**config.mk**
```make
export PLATFORM = sky130hd
export DESIGN_NAME = tile_ram_arbiter
export DESIGN_NICKNAME = d
export VERILOG_FILES = /design/src/rtl/tile_state_pkg.sv /design/src/rtl/anim_sequencer.sv /design/src/rtl/tile_ram_arbiter.sv
export SDC_FILE = /design/constraint.sdc
export NUM_CORES = 1
export LEC_CHECK = 0
export ABC_CLOCK_PERIOD_IN_PS = 1850
export BUFFER_PORTS_ARGS = -buffer_cell sky130_fd_sc_hd__buf_2
export CAP_MARGIN = 20
export CORE_ASPECT_RATIO = 0.6
export CORE_MARGIN = 4
export CORE_UTILIZATION = 39
export CTS_CLUSTER_DIAMETER = 80
export DETAILED_ROUTE_END_ITERATION = 10
export GPL_ROUTABILITY_DRIVEN = 0
export PLACE_DENSITY = 0.88
export SETUP_SLACK_MARGIN = 0.02
export SLEW_MARGIN = 10
export SYNTH_ARGS = -nofsm -noshare
export SYNTH_HDL_FRONTEND = slang
export SYNTH_SLANG_ARGS = --single-unit
```
**constraint.sdc**
```tcl
create_clock -name vga_clk -period 1.85 [get_ports vga_clk]
set_input_delay 0.37 -clock vga_clk [delete_from_list [all_inputs] [get_ports vga_clk]]
set_output_delay 0.37 -clock vga_clk [all_outputs]
set_load 0.05 [all_outputs]
```
**src/rtl/tile_state_pkg.sv**
```systemverilog
// Shared geometry, arbiter state encoding and tile-word layout for the tile-state RAM.
// Geometry is derived from the tile size so renderer and game logic agree on the playfield extent.
package tile_state_pkg;

    localparam int TILE_PX         = 24;
    localparam int TILES_X         = 26;
    localparam int TILES_Y         = 16;
    localparam int PLAY_W          = TILES_X * TILE_PX;
    localparam int PLAY_H          = TILES_Y * TILE_PX;
    localparam int LAST_LINE       = 524;
    localparam int FRAMES_PER_STEP = 12;
    localparam int NUM_TILES       = TILES_X * TILES_Y;
    localparam int ADDR_W          = 10;
    localparam int DATA_W          = 32;
    localparam int LINE_W          = 10;
    localparam int ANIM_STEPS      = 3;

    typedef enum logic [1:0] {
        ST_RENDER   = 2'd0,
        ST_IDLE     = 2'd1,
        ST_ACCESS   = 2'd2,
        ST_READBACK = 2'd3
    } arb_state_e;

    typedef struct packed {
        logic [10:0] sprite2;
        logic [10:0] sprite1;
        logic [9:0]  flags;
    } tile_word_t;

    // Animation runs 0,1,2 and wraps; value 3 is never produced.
    function automatic logic [1:0] next_anim_step(input logic [1:0] step);
        logic [1:0] nxt;
        if (step >= 2'(ANIM_STEPS - 1)) begin
            nxt = 2'd0;
        end else begin
            nxt = step + 2'd1;
        end
        return nxt;
    endfunction

endpackage

```
**src/rtl/anim_sequencer.sv**
```systemverilog
// Frame-rate sprite animation: detects vsync falling edges, emits a frame pulse,
// and advances the 3-step animation counter once every FRAMES_PER_STEP unfrozen frames.
module anim_sequencer
    import tile_state_pkg::*;
#(
    parameter int FRAMES_PER_STEP_P = FRAMES_PER_STEP
) (
    input  logic       vga_clk,
    input  logic       reset_n,
    input  logic       vsync_i,
    input  logic       anim_freeze_i,
    output logic [1:0] animation_count_o,
    output logic       frame_pulse_o
);

    localparam int CNT_W = $clog2(FRAMES_PER_STEP_P);
    localparam logic [CNT_W-1:0] CNT_LAST = CNT_W'(FRAMES_PER_STEP_P - 1);

    logic             vsync_q;
    logic             vsync_fall;
    logic [CNT_W-1:0] frame_cnt_q;
    logic [CNT_W-1:0] frame_cnt_d;
    logic [1:0]       step_q;
    logic [1:0]       step_d;
    logic             pulse_q;

    // vsync is an active-low pulse; its leading (falling) edge marks a new frame.
    assign vsync_fall = vsync_q & ~vsync_i;

    always_comb begin
        frame_cnt_d = frame_cnt_q;
        step_d      = step_q;
        if (vsync_fall && !anim_freeze_i) begin
            if (frame_cnt_q == CNT_LAST) begin
                frame_cnt_d = '0;
                step_d      = next_anim_step(step_q);
            end else begin
                frame_cnt_d = frame_cnt_q + CNT_W'(1);
            end
        end
    end

    always_ff @(posedge vga_clk) begin
        if (!reset_n) begin
            vsync_q     <= 1'b1;
            frame_cnt_q <= '0;
            step_q      <= 2'd0;
            pulse_q     <= 1'b0;
        end else begin
            vsync_q     <= vsync_i;
            frame_cnt_q <= frame_cnt_d;
            step_q      <= step_d;
            pulse_q     <= vsync_fall;
        end
    end

    assign animation_count_o = step_q;
    assign frame_pulse_o     = pulse_q;

endmodule

```
**src/rtl/tile_ram_arbiter.sv**
```systemverilog
// Shares the single-port tile-state RAM between the renderer (always wins inside the playfield)
// and the game engine, whose accesses are only issued while the beam is below the playfield.
module tile_ram_arbiter
    import tile_state_pkg::*;
#(
    parameter int TILES_X_P         = TILES_X,
    parameter int TILES_Y_P         = TILES_Y,
    parameter int PLAY_H_P          = PLAY_H,
    parameter int LAST_LINE_P       = LAST_LINE,
    parameter int FRAMES_PER_STEP_P = FRAMES_PER_STEP
) (
    input  logic        vga_clk,
    input  logic        reset_n,
    input  logic [9:0]  DrawY,
    input  logic        vsync,
    input  logic        anim_freeze,
    input  logic [9:0]  rnd_addr,
    output logic [31:0] rnd_data,
    output logic [1:0]  animation_count,
    output logic        frame_pulse,
    input  logic        g_req,
    input  logic        g_we,
    input  logic [9:0]  g_addr,
    input  logic [31:0] g_wdata,
    output logic        g_gnt,
    output logic        g_rvalid,
    output logic [31:0] g_rdata,
    output logic        g_err,
    output logic [9:0]  ram_addr,
    output logic        ram_we,
    output logic [31:0] ram_wdata,
    input  logic [31:0] ram_rdata
);

    localparam logic [ADDR_W-1:0] NUM_TILES_L = ADDR_W'(TILES_X_P * TILES_Y_P);
    localparam logic [LINE_W-1:0] WIN_FIRST   = LINE_W'(PLAY_H_P);
    localparam logic [LINE_W-1:0] WIN_LAST    = LINE_W'(LAST_LINE_P - 1);

    arb_state_e state_q;
    arb_state_e state_d;
    logic       win;
    logic       in_range;
    logic       rd_ok_q;
    tile_word_t rdata_q;

    // The final line is excluded so a read started late still completes before line 0.
    assign win      = (DrawY >= WIN_FIRST) && (DrawY <= WIN_LAST);
    assign in_range = (g_addr < NUM_TILES_L);

    always_ff @(posedge vga_clk) begin
        if (!reset_n) begin
            state_q <= ST_RENDER;
            rd_ok_q <= 1'b0;
            rdata_q <= '0;
        end else begin
            state_q <= state_d;
            if (state_q == ST_ACCESS) begin
                rd_ok_q <= in_range;
            end
            if (state_q == ST_READBACK) begin
                rdata_q <= rd_ok_q ? tile_word_t'(ram_rdata) : '0;
            end
        end
    end

    always_comb begin
        state_d = state_q;
        unique case (state_q)
            ST_RENDER: begin
                if (win) begin
                    state_d = ST_IDLE;
                end
            end
            ST_IDLE: begin
                if (!win) begin
                    state_d = ST_RENDER;
                end else if (g_req) begin
                    state_d = ST_ACCESS;
                end
            end
            ST_ACCESS: begin
                if (!g_we) begin
                    state_d = ST_READBACK;
                end else begin
                    state_d = win ? ST_IDLE : ST_RENDER;
                end
            end
            ST_READBACK: begin
                state_d = win ? ST_IDLE : ST_RENDER;
            end
            default: state_d = ST_RENDER;
        endcase
    end

    // Strobes are qualified with reset_n so an access interrupted by reset never reaches the RAM.
    always_comb begin
        ram_addr = rnd_addr;
        ram_we   = 1'b0;
        g_gnt    = 1'b0;
        g_err    = 1'b0;
        g_rvalid = 1'b0;
        g_rdata  = rdata_q;
        unique case (state_q)
            ST_ACCESS: begin
                ram_addr = g_addr;
                ram_we   = g_we & in_range & reset_n;
                g_gnt    = reset_n;
                g_err    = ~in_range & reset_n;
            end
            ST_READBACK: begin
                g_rvalid = reset_n;
                g_rdata  = rd_ok_q ? ram_rdata : '0;
            end
            default: begin
                ram_addr = rnd_addr;
            end
        endcase
    end

    assign ram_wdata = g_wdata;
    assign rnd_data  = ram_rdata;

    anim_sequencer #(
        .FRAMES_PER_STEP_P(FRAMES_PER_STEP_P)
    ) u_anim (
        .vga_clk          (vga_clk),
        .reset_n          (reset_n),
        .vsync_i          (vsync),
        .anim_freeze_i    (anim_freeze),
        .animation_count_o(animation_count),
        .frame_pulse_o    (frame_pulse)
    );

endmodule

```
==> impl_summary.log <==
[metrics] required time at the endpoint of the critical path: approximately 1.5 ns
[metrics] via count of the first global-routing pass: 2268
[metrics] number of port buffers: 146
[metrics] clock transition at the register clock pins on the worst setup and hold paths after CTS: 0.07 ns
[metrics] number of nets produced by synthesis: 413
[metrics] Core Rows: 22
[metrics] post-synth top area cell: dfxtp_1
[metrics] clock buffer depth: 2
[metrics] area enclosed by the die boundary: just under 8000 sq um
[metrics] timing startpoint of the critical path: state_q[1]
[metrics] antenna violation net count after detailed routing: 0
[metrics] post-route clock period utilization: roughly 99%
[metrics] Worst-Margin Slew: about 0.37 ns
[metrics] post-synth top area share: about a third
[metrics] crit-path max FO: 5
[metrics] width of the chip: roughly 110 um
[metrics] fmax: 545 MHz
[metrics] worst max-slew margin expressed relative to the limit: 75.5%
[metrics] number of nets in the finished design: 498
[metrics] Worst setup SP type: flip-flop
[metrics] number of storage elements in the synthesis netlist: 43
[metrics] vertical extent of the die: 70.2 um
[metrics] result of the run: finished clean
[metrics] maxcap violations: 0
[metrics] final WL: a little over 7 mm
[metrics] share of layout cells above drive strength 1: about 47%
[metrics] pin count of the biggest net entering global routing: 27
[metrics] number of max-slew violations in the final report: 0
[metrics] Worst Setup Slack, final: 0.0137 ns
[metrics] post-synth design cell area: ~2500 sq um
[metrics] final HPWL from detailed placement: ~5.3 mm
[metrics] initial standard-cell utilization of the core: approximately two fifths
[metrics] clock sink count: 43
[metrics] sequential cell area fraction in the yosys report: 34.2%
[metrics] DP Worst Slack: 0.0872 ns
[metrics] cell count after synthesis: between 300 and 400
[metrics] global routing usage summed across all routing layers: 16.7%
[metrics] routed len/inst: 15.1 um
[metrics] drc violations: 0
[metrics] arrival time of data at the critical path endpoint: roughly 1.5 ns
[metrics] post-synthesis average cell area: approximately 8.1 sq um
[metrics] count of yosys warnings during synthesis: 0
[metrics] via total after detailed routing: 2432
[metrics] CTS tree: built
[metrics] Clock Skew: 0.00545 ns
[metrics] time the final worst path needs with I/O delays and setup: 1.84 ns
[metrics] Clock H-tree levels: 2
[metrics] count of endpoints failing setup in the final report: 0
[metrics] wire length of the first global-routing pass: 10.8 mm
[metrics] final sum of negative setup slack: 0 ns
[metrics] detail-routed via count per cell: 5.05
[metrics] total power divided by cell area: 609 nW/um^2
[metrics] unrepaired setup endpoints after global routing: yes
[metrics] cell chosen for the clock root: clkbuf_8
[metrics] number of clock buffers inserted by TritonCTS: 5
[metrics] Worst R2R Start: u_anim.frame_cnt_q[0]
[metrics] initial antenna violation count: 0
[metrics] Final Hold Violating Endpoints: 0
[metrics] kind of end point of the critical path: output pin
[metrics] io pins: 213
[metrics] total overflow reported by the global router: 0
[metrics] Hold Startpoint: g_we
[metrics] maximum vdd drop: 0.277 mV
[metrics] synthesis-to-layout area growth: 29.4%
[metrics] Netlist cell types: 37
[metrics] core area: 6190 sq um
[metrics] CP Class: flip-flop to output pin
[metrics] clock latency on the worst-skew pair: 0.28 ns
[metrics] number of diodes added for antenna fixing: 0
[metrics] violation count after the first detailed-route iteration: 140
[metrics] TritonRoute pass-1 iters: 4
[metrics] leak pwr: around 0.0017 uW
[metrics] largest cells by area after synthesis: dfxtp_1, buf_4, nand2_1
[metrics] Hold Path Class: primary input to flip-flop
==> repair_timing <==
action / in CTS / in global routing
resized for setup: 62 / 16
hold buffers: 0 / 0
gates cloned: 0 / 1
buffers inserted: 2 / 0
endpoints found under the setup margin: 43 / 40
==> layout make-up <==
class	count	area [sq um]
Inverter	3	11.3
Clock buffer	8	100
Timing Repair Buffer	162	1090
Sequential cell	43	866
Fill cell	592	2940
Multi-Input combinational cell	182	1080
Tap cell	84	105
==> power breakdown <==
part	internal, uW	switching, uW	total [uW]
Sequential	929	4.79	934
Clock	341	301	642
Combinational	133	274	407
==> sequential cells by signal, summed over array words and instances (netlist names) <==
signal                    cells
rdata_q                      32
u_anim.frame_cnt_q            4
state_q                       2
u_anim.animation_count_o      2
rd_ok_q                       1
u_anim.frame_pulse_o          1
u_anim.vsync_q                1
==> cells in the final DEF (no fill, tap or decap), types with 3 or more instances in the layout <==
cell / count
dfxtp_1: 41
mux2_4: 10
nor2_1: 4
buf_4: 24
a21oi_1: 34
nand2_1: 72
buf_2: 106
nand4_1: 33
buf_6: 26
mux2i_1: 3
clkbuf_8: 7
==> worst paths after layout <==
check / slack (ns) / depth (start not counted) / endpoint
min: 0.29 / 2 / state_q[1]
max reg2reg: 0.61 / 4 / u_anim.frame_cnt_q[0]
min reg2reg: 0.46 / 2 / rdata_q[29]
max: 0.01 / 4 / ram_addr[7]
==> critical path: stages (launching register included) <==
cell     delay, ns
dfxtp_2       0.34
nor2b_4       0.20
buf_6         0.16
mux2_4        0.33
buf_6         0.16
==> routing by layer <==
metal	vias up	global-route usage, %	routed length, um
met3	12	6.93	588
met5	-	0	0
met4	0	4.05	67
met2	107	27.6	3460
li1	1174	-	-
met1	1139	20.3	3140
==> metrics by stage <==
stage	instances	hold WS, ns	power [uW]	instance area (sq um)	utilization [%]
final	482	0.292	1980	3250	52.5
after global routing	482	0.280	2080	3250	52.5
after CTS	481	0.278	2000	3170	51.2
after detailed placement	471	0.454	1340	2880	46.5
after global placement	471	0.447	1330	2880	46.5
after floorplan	312	0.440	1430	2510	-
==> Yosys cell counts (all sizes together) <==
library cell / instances
or2: 1
and3b: 1
nand3b: 2
a31oi: 1
mux2i: 3
ha: 1
nor3b: 2
a311o: 1
or3: 1
nor2: 4
o2bb2ai: 1
nand2b: 3
nand4: 33
nor2b: 2
xor2: 1
o221ai: 1
inv: 3
nor4: 1
clkbuf: 4
dfxtp: 43
mux2: 10
and3: 2
a41o: 1
nand3: 1
a41oi: 1
buf: 80
nand2: 73
o32ai: 1
a21oi: 34
==> logic make-up (layout without fill, tap and decap cells) <==
kind of cell               after synthesis  in the layout  synth area share [%]
xor gates and xnor gates                 1              1                 0.348
DFF                                     43             43                  34.2
adders and majority gates                1              1                 0.498
AOI/OAI and AO/OA                       41             41                  9.21
muxes                                   13             13                  7.02
and+or+nand+nor                        126            126                  25.1
buffers and inverters                   87            173                  23.6
No activity file was read; power rests on OpenSTA's default activity.
